<file path="config.mk">
export PLATFORM = sky130hd
export DESIGN_NAME = dmem_port_arbiter_flat
export DESIGN_NICKNAME = d
export VERILOG_FILES = /design/src/rtl/dmem_port_arbiter_if.sv /design/src/rtl/dmem_port_arbiter.sv /design/src/flat_wrapper.sv
export SDC_FILE = /design/constraint.sdc
export NUM_CORES = 1
export LEC_CHECK = 0
export BUFFER_PORTS_ARGS = -buffer_cell sky130_fd_sc_hd__buf_4
export CAP_MARGIN = 20
export CORE_MARGIN = 4
export CORE_UTILIZATION = 42
export DETAILED_ROUTE_END_ITERATION = 16
export PLACE_DENSITY_LB_ADDON = 0.15
export SYNTH_ARGS = -nofsm -noshare
export SYNTH_HDL_FRONTEND = slang
export SYNTH_SLANG_ARGS = --single-unit
</file>
<file path="constraint.sdc">
create_clock -name Clk -period 1.8 [get_ports Clk]
set_input_delay 0.09 -clock Clk [delete_from_list [all_inputs] [get_ports Clk]]
set_output_delay 0.09 -clock Clk [all_outputs]
set_load 0.02 [all_outputs]
</file>
<file path="src/rtl/dmem_port_arbiter_if.sv">
// Bus bundle shared by the CPU requester, the host loader/debug requester,
// the data-memory port arbiter and the data RAM.
interface dmem_port_arbiter_if #(
  parameter int AW = 8,
  parameter int DW = 16,
  parameter int CW = 16
);
  logic          cpu_req;
  logic          cpu_wr;
  logic [AW-1:0] cpu_addr;
  logic [DW-1:0] cpu_wdata;
  logic          cpu_ack;
  logic          host_req;
  logic          host_wr;
  logic [AW-1:0] host_addr;
  logic [DW-1:0] host_wdata;
  logic          host_lock;
  logic          host_ack;
  logic [DW-1:0] rdata;
  logic          mem_en;
  logic          mem_wr;
  logic [AW-1:0] mem_addr;
  logic [DW-1:0] mem_wdata;
  logic [DW-1:0] mem_rdata;
  logic [CW-1:0] cpu_cnt;
  logic [CW-1:0] host_cnt;

  modport slave (
    input  cpu_req, cpu_wr, cpu_addr, cpu_wdata,
    input  host_req, host_wr, host_addr, host_wdata, host_lock,
    input  mem_rdata,
    output cpu_ack, host_ack, rdata,
    output mem_en, mem_wr, mem_addr, mem_wdata,
    output cpu_cnt, host_cnt
  );

  modport master (
    output cpu_req, cpu_wr, cpu_addr, cpu_wdata,
    output host_req, host_wr, host_addr, host_wdata, host_lock,
    output mem_rdata,
    input  cpu_ack, host_ack, rdata,
    input  mem_en, mem_wr, mem_addr, mem_wdata,
    input  cpu_cnt, host_cnt
  );
endinterface

</file>
<file path="src/rtl/dmem_port_arbiter.sv">
// Round-robin arbiter sharing one data-memory port between the CPU datapath
// and the host loader, with host lock and saturating per-requester counters.
module dmem_port_arbiter #(
  parameter int AW = 8,
  parameter int DW = 16,
  parameter int CW = 16
) (
  input  logic                 Clk,
  input  logic                 Reset,
  dmem_port_arbiter_if.slave   bus,
  output logic [2:0]           dbg_state
);

  localparam logic [2:0] IDLE    = 3'd0;
  localparam logic [2:0] ISSUE_C = 3'd1;
  localparam logic [2:0] ISSUE_H = 3'd2;
  localparam logic [2:0] ACK_C   = 3'd3;
  localparam logic [2:0] ACK_H   = 3'd4;

  // Handshake: a requester raises x_req with a stable command and holds it
  // until the single-cycle x_ack; the command is captured when granted.
  logic [2:0]    state, state_d;
  logic          last_host;
  logic          cpu_elig, host_elig;
  logic          load_cpu, load_host;
  logic          mem_en_q, mem_wr_q;
  logic [AW-1:0] mem_addr_q;
  logic [DW-1:0] mem_wdata_q;
  logic [CW-1:0] cpu_cnt_q, host_cnt_q;

  assign cpu_elig  = bus.cpu_req & ~bus.host_lock;
  assign host_elig = bus.host_req;

  always_comb begin
    state_d   = state;
    load_cpu  = 1'b0;
    load_host = 1'b0;
    case (state)
      IDLE: begin
        if (cpu_elig && (!host_elig || last_host)) begin
          load_cpu = 1'b1;
          state_d  = ISSUE_C;
        end else if (host_elig) begin
          load_host = 1'b1;
          state_d   = ISSUE_H;
        end
      end
      ISSUE_C: state_d = ACK_C;
      ISSUE_H: state_d = ACK_H;
      // The requester just served still has req high here, so only the
      // other side may be granted straight from an ACK state.
      ACK_C: begin
        if (host_elig) begin
          load_host = 1'b1;
          state_d   = ISSUE_H;
        end else begin
          state_d = IDLE;
        end
      end
      ACK_H: begin
        if (cpu_elig) begin
          load_cpu = 1'b1;
          state_d  = ISSUE_C;
        end else begin
          state_d = IDLE;
        end
      end
      default: state_d = IDLE;
    endcase
  end

  always_ff @(posedge Clk) begin
    if (Reset) begin
      state       <= IDLE;
      last_host   <= 1'b1;
      mem_en_q    <= 1'b0;
      mem_wr_q    <= 1'b0;
      mem_addr_q  <= '0;
      mem_wdata_q <= '0;
      cpu_cnt_q   <= '0;
      host_cnt_q  <= '0;
    end else begin
      state    <= state_d;
      mem_en_q <= load_cpu | load_host;
      if (load_cpu) begin
        mem_wr_q    <= bus.cpu_wr;
        mem_addr_q  <= bus.cpu_addr;
        mem_wdata_q <= bus.cpu_wdata;
      end else if (load_host) begin
        mem_wr_q    <= bus.host_wr;
        mem_addr_q  <= bus.host_addr;
        mem_wdata_q <= bus.host_wdata;
      end
      if (state == ACK_C) begin
        last_host <= 1'b0;
        if (cpu_cnt_q != {CW{1'b1}}) cpu_cnt_q <= cpu_cnt_q + CW'(1);
      end
      if (state == ACK_H) begin
        last_host <= 1'b1;
        if (host_cnt_q != {CW{1'b1}}) host_cnt_q <= host_cnt_q + CW'(1);
      end
    end
  end

  assign bus.cpu_ack   = (state == ACK_C);
  assign bus.host_ack  = (state == ACK_H);
  assign bus.rdata     = (bus.cpu_ack | bus.host_ack) ? bus.mem_rdata : '0;
  assign bus.mem_en    = mem_en_q;
  assign bus.mem_wr    = mem_wr_q;
  assign bus.mem_addr  = mem_addr_q;
  assign bus.mem_wdata = mem_wdata_q;
  assign bus.cpu_cnt   = cpu_cnt_q;
  assign bus.host_cnt  = host_cnt_q;
  assign dbg_state     = state;

endmodule

</file>
<file path="src/flat_wrapper.sv">
// flat-port wrapper written by rule: the top's interface ports become plain ports
module dmem_port_arbiter_flat 
#(
  parameter int AW = 8,
  parameter int DW = 16,
  parameter int CW = 16
)
  (Clk, Reset, dbg_state, bus_cpu_req, bus_cpu_wr, bus_cpu_addr, bus_cpu_wdata, bus_host_req, bus_host_wr, bus_host_addr, bus_host_wdata, bus_host_lock, bus_mem_rdata, bus_cpu_ack, bus_host_ack, bus_rdata, bus_mem_en, bus_mem_wr, bus_mem_addr, bus_mem_wdata, bus_cpu_cnt, bus_host_cnt);
  dmem_port_arbiter_if #(.AW(AW), .DW(DW), .CW(CW)) bus_i ();
  input  logic Clk;
  input  logic Reset;
  output logic [2:0] dbg_state;
  input wire logic [$bits(bus_i.cpu_req)-1:0] bus_cpu_req;
  input wire logic [$bits(bus_i.cpu_wr)-1:0] bus_cpu_wr;
  input wire logic [$bits(bus_i.cpu_addr)-1:0] bus_cpu_addr;
  input wire logic [$bits(bus_i.cpu_wdata)-1:0] bus_cpu_wdata;
  input wire logic [$bits(bus_i.host_req)-1:0] bus_host_req;
  input wire logic [$bits(bus_i.host_wr)-1:0] bus_host_wr;
  input wire logic [$bits(bus_i.host_addr)-1:0] bus_host_addr;
  input wire logic [$bits(bus_i.host_wdata)-1:0] bus_host_wdata;
  input wire logic [$bits(bus_i.host_lock)-1:0] bus_host_lock;
  input wire logic [$bits(bus_i.mem_rdata)-1:0] bus_mem_rdata;
  output wire logic [$bits(bus_i.cpu_ack)-1:0] bus_cpu_ack;
  output wire logic [$bits(bus_i.host_ack)-1:0] bus_host_ack;
  output wire logic [$bits(bus_i.rdata)-1:0] bus_rdata;
  output wire logic [$bits(bus_i.mem_en)-1:0] bus_mem_en;
  output wire logic [$bits(bus_i.mem_wr)-1:0] bus_mem_wr;
  output wire logic [$bits(bus_i.mem_addr)-1:0] bus_mem_addr;
  output wire logic [$bits(bus_i.mem_wdata)-1:0] bus_mem_wdata;
  output wire logic [$bits(bus_i.cpu_cnt)-1:0] bus_cpu_cnt;
  output wire logic [$bits(bus_i.host_cnt)-1:0] bus_host_cnt;
  assign bus_i.cpu_req = bus_cpu_req;
  assign bus_i.cpu_wr = bus_cpu_wr;
  assign bus_i.cpu_addr = bus_cpu_addr;
  assign bus_i.cpu_wdata = bus_cpu_wdata;
  assign bus_i.host_req = bus_host_req;
  assign bus_i.host_wr = bus_host_wr;
  assign bus_i.host_addr = bus_host_addr;
  assign bus_i.host_wdata = bus_host_wdata;
  assign bus_i.host_lock = bus_host_lock;
  assign bus_i.mem_rdata = bus_mem_rdata;
  assign bus_cpu_ack = bus_i.cpu_ack;
  assign bus_host_ack = bus_i.host_ack;
  assign bus_rdata = bus_i.rdata;
  assign bus_mem_en = bus_i.mem_en;
  assign bus_mem_wr = bus_i.mem_wr;
  assign bus_mem_addr = bus_i.mem_addr;
  assign bus_mem_wdata = bus_i.mem_wdata;
  assign bus_cpu_cnt = bus_i.cpu_cnt;
  assign bus_host_cnt = bus_i.host_cnt;
  dmem_port_arbiter #(.AW(AW), .DW(DW), .CW(CW)) u_core (.Clk(Clk), .Reset(Reset), .bus(bus_i), .dbg_state(dbg_state));
endmodule
</file>
Word-level counts from Yosys, hierarchy flattened
Index checks and enable logic that the tools add are counted.
{"block": "op_classes", "eq_ne": 7, "n_mux": 18, "reduce_logical": 8, "addsub": 2, "bitwise_logic": 4}
{"cell": "two-way mux 16 bit", "count": 3}
{"cell": "adder 16 x 1 -> 16 bit (second input constant)", "count": 2}
{"cell": "inequality test 16 bit (second input constant)", "count": 2}
{"cell": "two-way mux 8 bit", "count": 2}
{"cell": "one-hot mux 3 bit (5 select lines)", "count": 1}
{"cell": "two-way mux 1 bit", "count": 7}
{"cell": "== test 3 x 2 -> 1 bit (second input constant)", "count": 2}
{"cell": "two-way mux 3 bit", "count": 2}
{"cell": "one-hot mux 1 bit (2 select lines)", "count": 2}
{"cell": "AND reduction 2 bit", "count": 2}
{"cell": "== test 3 x 1 -> 1 bit (second input constant)", "count": 1}
{"cell": "== test 3 bit (second input constant)", "count": 1}
{"cell": "logical NOT 3 bit", "count": 1}
{"cell": "inequality test 3 x 2 -> 1 bit (second input constant)", "count": 1}
{"cell": "two-way mux 2 bit", "count": 1}
{"cell": "bitwise OR 1 bit", "count": 2}
{"cell": "nonzero test 2 bit", "count": 1}
{"cell": "OR reduction 2 bit", "count": 1}
{"cell": "bitwise AND 1 bit", "count": 1}
{"cell": "logical AND 1 bit", "count": 1}
{"cell": "logical NOT 1 bit", "count": 1}
{"cell": "logical OR 1 bit", "count": 1}
{"cell": "inverter 1 bit", "count": 1}
{"block": "word_totals", "reg_bits": 62, "out_inout_bits": 79, "inputBits": 71}

Longest topological paths before layout
Gate-level depths: netlist (run 1).
{"block": "logic_depth", "ltp_word": 7, "mapped_depth": 7, "depth_no_buf": 6}

Worst setup path after synthesis (run 1)
Ideal clock, no wire load.
{"block": "synth_path", "path_type": "reg2reg", "startpoint": "register u_core.cpu_cnt_q[0], in the netlist u_core.bus.cpu_cnt[0]", "endpoint": "register u_core.cpu_cnt_q[14], in the netlist u_core.bus.cpu_cnt[14]", "path_buffers": 0, "stages_incl_launch_ff": 6, "setup_slack_ps": -200, "setup_time_ps": 70, "period_less_slack_ps": 2000, "arrival_ps": 1930, "t_required_ps": 1730, "cell_sequence": "dfxtp_1 -> ha_1 -> and4b_1 -> or3b_1 -> or4_1 -> a21oi_1"}
{"block": "synth_via", "elab_chain_len": 2, "word_cells_on_any_way": 3, "classes_between": "1 x add/sub; 1 x eq/ne; 1 x reduce/logical"}
{"element": "from (decl)", "line_no": "dmem_port_arbiter.sv:29", "source": "logic [CW-1:0] cpu_cnt_q, host_cnt_q;"}
{"element": "from (signal assigned)", "line_no": "dmem_port_arbiter.sv:96", "source": "if (cpu_cnt_q != {CW{1'b1}}) cpu_cnt_q <= cpu_cnt_q + CW'(1);"}
{"element": "parallel branches: the longest is 2 deep, another holds adder 16 x 1 -> 16 bit"}
Parallel ways; which one is timed is not known.
A chain may end at the register's enable or synchronous reset.

Worst setup path in the final report (run 1)
{"block": "layout_path", "startpoint": "register u_core.cpu_cnt_q[4], in the netlist u_core.bus.cpu_cnt[4]", "endpoint": "register u_core.cpu_cnt_q[13], in the netlist u_core.bus.cpu_cnt[13]"}
Same word-level chain as after synthesis.

==> results of run 1 <==
## through the flow
step	area (um^2)	util [%]	hold WS, ns	setup TNS [ns]	power (mW)
6_report	5020	68.8	0.0479	0	3.40
2_1_floorplan	3210	-	0.252	-0.0113	1.93
3_3_place_gp	4660	63.9	0.384	-0.627	2.28
4_1_cts	4860	66.6	0.0349	0	3.41
3_5_place_dp	4660	63.9	0.390	-1.73	2.30
5_1_grt	5020	68.8	0.0545	-0.0432	3.55
## cell usage in the layout (no fill, tap or decap), types with 5 or more instances in the layout
cell type and n:
clkbuf_8 12, or3_1 5, or4_1 7, mux2i_1 28, nand4_1 7, o31ai_1 8
nor2_1 45, dfxtp_1 51, nand3_1 15, mux2_2 7, and2_1 20, nor2b_1 8
inv_1 7, buf_12 5, o21ai_0 7, nand2_1 17, a21oi_1 16, buf_4 185
a211oi_1 26, dfxtp_2 7
## cell type report
| class | instances | share of cell area (%) |
|---|---|---|
| Clock inverter | 1 | 0.0998 |
| Clock buffer | 13 | 3.37 |
| Inverter | 9 | 0.773 |
| Sequential cell | 62 | 25.2 |
| Tap cell | 99 | 2.47 |
| Timing Repair Buffer | 190 | 29.7 |
| Multi-Input combinational cell | 272 | 38.4 |
## critical path, cell delays in order, from the launching register on
cell	delay [ns]
dfxtp_2	0.37
nand4_1	0.16
or4_4	0.58
a211oi_2	0.22
mux2_4	0.32
## cell families (layout without fill, tap and decap cells)
family                   after synthesis  in the layout  share of synthesized area (%)
XOR/XNOR                               1              1                          0.276
AO/OA/AOI/OAI                         75             76                           16.5
AND/OR/NAND/NOR                      156            156                           27.5
flip-flops                            62             62                           39.1
adder cells (fa/ha/maj)                2              2                          0.788
multiplexers                          37             37                           12.0
buffers and inverters                 27            213                           3.82
## layer usage
metal  share of wire [%]  global-route usage (%)
met4                 2.3                    9.13
met3                 8.6                    6.06
met2                  48                    36.4
met5                   0                       0
met1                  41                    24.9
## worst min-delay path by stage
stage / cells past startpoint / end
after floorplan: 2 / u_core.dbg_state[1]
after global placement: 3 / u_core.dbg_state[1]
after detailed placement: 3 / u_core.dbg_state[1]
after CTS: 3 / u_core.dbg_state[1]
after global routing: 3 / u_core.dbg_state[1]
final: 3 / u_core.dbg_state[1]
## state kept, by name, summed over array words and instances (netlist names)
signal and count:
u_core.bus.cpu_cnt 16, u_core.bus.host_cnt 16, u_core.bus.mem_addr 8, u_core.bus.mem_en 1
u_core.bus.mem_wdata 16, u_core.bus.mem_wr 1, u_core.dbg_state 3, u_core.last_host 1
## what timing repair did
action | CTS | global route
hold endpoints to repair | 0 | 0
pin swaps | 1 | 5
gates cloned | 1 | 0
gates resized for setup | 4 | 15
endpoints found under the setup margin | 43 | 34
hold buffers | 0 | 0
setup buffers | 0 | 10
## power groups by stage
stage                     sequential (mW)  combinational [mW]  clock (mW)
after floorplan                      1.64               0.289           0
after global placement               1.54               0.743           0
after detailed placement             1.54               0.759           0
after CTS                            1.52               0.767        1.12
after global routing                 1.52               0.861        1.17
final                                1.51               0.793        1.10
==> flow_metrics.tcl, run 1 <==
set metrics [dict create \
    crit_required_ns 2.01 \
    synthArstFlopShare_pct 0 \
    yosys-top-cells-area "dfxtp_1, mux2i_1, a211oi_1, nor2_1, and2_1" \
    rsz0062_at_grt "yes" \
    yosysTopAreaCell "dfxtp_1" \
    power_density_nw_per_um2 678 \
    fp-row-count 31 \
    synth_nets 433 \
    place.gp.congestion 0.850 \
    num-fill-cells 634 \
    cts_buffer_depth 2 \
    p_comb_share_pct 23.3 \
    drtIter0Drc 129 \
    setup_violations 0 \
    cts_tree "yes" \
    netlist.area_leader.share_pct 39.1 \
    vias 3459 \
    synth.most_common_cell "dfxtp_1" \
    netlist_instances 360 \
    clkLatencyLatePin_ns 0.33 \
    grt_pass1_vias 3356 \
    period_share_pct 97.9 \
    wl_per_cell_um 15.0 \
    pre_cts_ws_ns -0.111 \
    hold_viol 0 \
    multi_input_area_um2 1930 \
    p_switching_mw 0.956 \
    r2r_start "u_core.bus.cpu_cnt[4]" \
    max-cap-violations 0 \
    wl_um 9660 \
    setup_ws_ns 0.0384 \
    min_path_type "in -> reg" \
    final.min_clock_period_ns 1.76 \
    syn_area_per_cell_um2 8.82 \
    seqPwrFrac_pct 44.4 \
    crit_end "u_core.bus.cpu_cnt[13]" \
    die_x_um 95.0 \
    worst-path-max-fanout 6 \
    cts-htree-levels 3 \
    r2r_cells 4 \
    grt_pass1_wl_um 15300 \
    synth_seq_area_share_pct 39.1 \
    dp.cells 621 \
    drive_gt1_share_pct 45.7 \
    root_buffer "clkbuf_8" \
    io_buffers 149 \
    ys_ff_latch 62 \
    fin_cells 646 \
    worst-r2r-setup-slack_ns 0.04 \
    antenna_cells 0 \
    synth_edf_count 0 \
    p_leak_nw 2.28 \
    hpwl_um 7160 \
    p_sw_share_pct 28.1 \
    syn_to_final_growth_pct 58.0 \
    cts_made_buffers 9 \
    synth_area_um2 3180 \
    drtPass1Iterations 4 \
    max-slew-margin-rel_pct 59.4 \
    dieArea_um2 9020 \
    core_um2 7290 \
    r2r-end "u_core.bus.cpu_cnt[13]" \
    start_util_pct 43.5 \
    ys.flop_type "dfxtp_1" \
    grt_max_degree 44 \
    antenna_found_initial 0 \
    viasPerCell 5.35 \
    power_frac_clock_pct 32.3 \
    gr-total-overflow 0 \
    hp-start "bus_host_req" \
    peakVddDrop_mv 0.630 \
    maxSlewViolCount 0 \
    cts.sinks 62 \
    clk_pin_slew_ns 0.07 \
    cp-end-kind "register" \
    fp.dieH_um 95.0 \
    regArea_um2 1260 \
    crit_arrival_ns 1.97 \
    skew_ns 0.0100 \
    ios 150 \
    final_net_count 617 \
    tightest_slew_ns 0.606 \
    outcome "finished, final reports clean" \
    crit_start "u_core.bus.cpu_cnt[4]" \
    ys_warn_count 0 \
    crit_path_start_kind "register" \
    postRouteAntennaNets 0 \
    internal-power_mw 2.45 \
    synthTopCellsByCount "dfxtp_1, nor2_1, mux2i_1" \
    ys_types 54 \
    worst-setup-path-type "reg -> reg" \
    drc 0 \
    globalRouteTotalUtil_pct 21.3 \
    fmax_mhz 568 \
]
Power figures use the tool's default switching activity.
==> run 2: changes to the inputs <==
--- a/config.mk
+++ b/config.mk
@@ -8,7 +8,7 @@
 export BUFFER_PORTS_ARGS = -buffer_cell sky130_fd_sc_hd__buf_4
 export CAP_MARGIN = 20
 export CORE_MARGIN = 4
-export CORE_UTILIZATION = 42
+export CORE_UTILIZATION = 50
 export DETAILED_ROUTE_END_ITERATION = 16
 export PLACE_DENSITY_LB_ADDON = 0.15
 export SYNTH_ARGS = -nofsm -noshare
==> constraint.sdc (replaced) <==
create_clock -name Clk -period 2.18 [get_ports Clk]
set_input_delay 0.109 -clock Clk [delete_from_list [all_inputs] [get_ports Clk]]
set_output_delay 0.109 -clock Clk [all_outputs]
set_load 0.02 [all_outputs]
==> run 2 against run 1 <==
Utilization up 8.4 points; sequential power down 17%; worst setup slack better by 0.11 ns; via count decreased by 3.2%; critical path type is now reg -> out; critical endpoint is now bus_rdata[10]; largest cell class unchanged; largest power group unchanged; highest routed layer unchanged.
==> flow_metrics.tcl, run 2 (synthesis results as in run 1) <==
set metrics [dict create \
    start_util_pct 52.7 \
    viasPerCell 5.65 \
    tns_ns 0 \
    seqPwrFrac_pct 41.3 \
    cts_made_buffers 9 \
    p_leak_nw 2.12 \
    cts_buffer_depth 2 \
    gr-total-overflow 0 \
    drtIter0Drc 190 \
    maxSlewViolCount 0 \
    cts-htree-levels 3 \
    power_mw 3.03 \
    fp.dieH_um 87.7 \
    antenna_found_initial 0 \
    cp.depth 5 \
    rsz0062_at_grt "no" \
    worst-path-max-fanout 16 \
    layout_commonest_cell "buf_4" \
    internal-power_mw 2.22 \
    max-cap-violations 0 \
    core_um2 6030 \
    root_buffer "clkbuf_8" \
    clkLatencyLatePin_ns 0.34 \
    fmax_mhz 492 \
    dieArea_um2 7690 \
    power_density_nw_per_um2 653 \
    period_share_pct 93.3 \
    crit_path_start_kind "register" \
    tightest_slew_ns 1.07 \
    num-fill-cells 457 \
    grt_pass1_vias 3176 \
    grt_max_degree 52 \
    final_net_count 585 \
    p_sw_share_pct 26.8 \
    min_path_type "in -> reg" \
    crit_path_cell_trace "inv_2 -> or3_4 -> nand2_1 -> and2_1 -> buf_4" \
    wl_per_cell_um 16.0 \
    clk_pin_slew_ns 0.06 \
    p_comb_share_pct 20.1 \
    outcome "finished, final reports clean" \
    cts_tree "yes" \
    drc 0 \
    final.min_clock_period_ns 2.03 \
    cts.sinks 62 \
    cpMaxStageDelayCell "dfxtp_1" \
    peakVddDrop_mv 0.517 \
    power_frac_clock_pct 38.7 \
    fp-row-count 28 \
    skew_ns 0.00950 \
    p_switching_mw 0.813 \
    drive_gt1_share_pct 38.1 \
    drtPass1Iterations 4 \
    vias 3347 \
    wl_um 9490 \
    setup_violations 0 \
    critical-path-max-stage-delay_ns 0.47 \
    io_buffers 149 \
    grt_pass1_wl_um 14800 \
    die_x_um 87.7 \
    hold_viol 0 \
    syn_to_final_growth_pct 46.4 \
    crit_buf_inv 2 \
    crit_required_ns 2.07 \
    hpwl_um 6830 \
    ios 150 \
    postRouteAntennaNets 0 \
    antenna_cells 0 \
    min_path_cells 3 \
    cp_top_family "simple AND/OR/NAND/NOR gates" \
    place.gp.congestion 0.801 \
    globalRouteTotalUtil_pct 23.9 \
    layout_common_cells "buf_4, dfxtp_1, nor2_1, mux2i_1, a211oi_1" \
    crit_arrival_ns 1.93 \
    max-slew-margin-rel_pct 28.4 \
    worst-setup-path-type "reg -> out" \
    postCtsSetupBuffers 0 \
    r2r_cells 3 \
    cp-end-kind "primary output" \
]
-- run 2: cell types whose count changed in the layout (fill, tap and decap cells not counted), moves of 4 or more --
cell	change
buf_4	-28
dfxtp_1	+11
dfxtp_2	-7
buf_12	-5
dfxtp_4	-4
-- run 2: metrics by stage --
step	cell area, um^2	utilization, %	hold WS, ns	instances	setup slack [ns]
2_1_floorplan	3180	-	0.281	360	0.180
3_3_place_gp	4390	72.8	0.416	574	0.199
3_5_place_dp	4390	72.8	0.454	574	0.0964
4_1_cts	4620	76.7	0.0991	590	0.0949
5_1_grt	4650	77.2	0.112	592	0.0136
6_report	4650	77.2	0.101	592	0.146
-- run 2: path summary, 6_finish.rpt --
| path | start | end | slack (ns) |
|---|---|---|---|
| setup reg to reg | u_core.dbg_state[0] | u_core.bus.mem_wdata[15] | 0.17 |
| hold reg to reg | u_core.bus.host_cnt[1] | u_core.bus.host_cnt[1] | 0.50 |
| hold / removal | bus_host_req | u_core.dbg_state[1] | 0.10 |
| setup / recovery | u_core.dbg_state[2] | bus_rdata[10] | 0.15 |
-- run 2: final cells by class --
| cell class | instances | area, um^2 | area share [%] |
|---|---|---|---|
| Clock buffer | 13 | 169 | 3.63 |
| Clock inverter | 3 | 65.1 | 1.40 |
| Inverter | 9 | 38.8 | 0.834 |
| Multi-Input combinational cell | 273 | 1860 | 40.1 |
| Sequential cell | 62 | 1240 | 26.7 |
| Tap cell | 75 | 93.8 | 2.02 |
| Timing Repair Buffer | 157 | 1180 | 25.3 |
-- run 2: worst register-to-register path, cell delays in order (launching register included) --
cell and delay, ns:
dfxtp_1 0.54, xor2_1 0.22, o21bai_2 0.89, a211oi_1 0.19
-- run 2: power by group through the flow --
| stage | Sequential (mW) | Combinational [mW] | Clock [mW] |
|---|---|---|---|
| 2_1_floorplan | 1.35 | 0.237 | 0 |
| 3_3_place_gp | 1.27 | 0.582 | 0 |
| 3_5_place_dp | 1.27 | 0.595 | 0 |
| 4_1_cts | 1.25 | 0.597 | 1.18 |
| 5_1_grt | 1.26 | 0.656 | 1.24 |
| 6_report | 1.25 | 0.609 | 1.17 |
-- run 2: repair_timing --
action / 4_1_cts / 5_1_grt
hold endpoints to repair: 0 / 0
gates resized for setup: 0 / 1
setup endpoints to repair: 0 / 14
hold buffers: 0 / 0
-- run 2: routing by layer --
metal	global-route usage, %	up-vias	routed length, um
met4	8.65	0	167
li1	-	1646	-
met3	8.56	19	1050
met1	28.9	1522	3670
met2	39.2	160	4610
met5	0	-	0
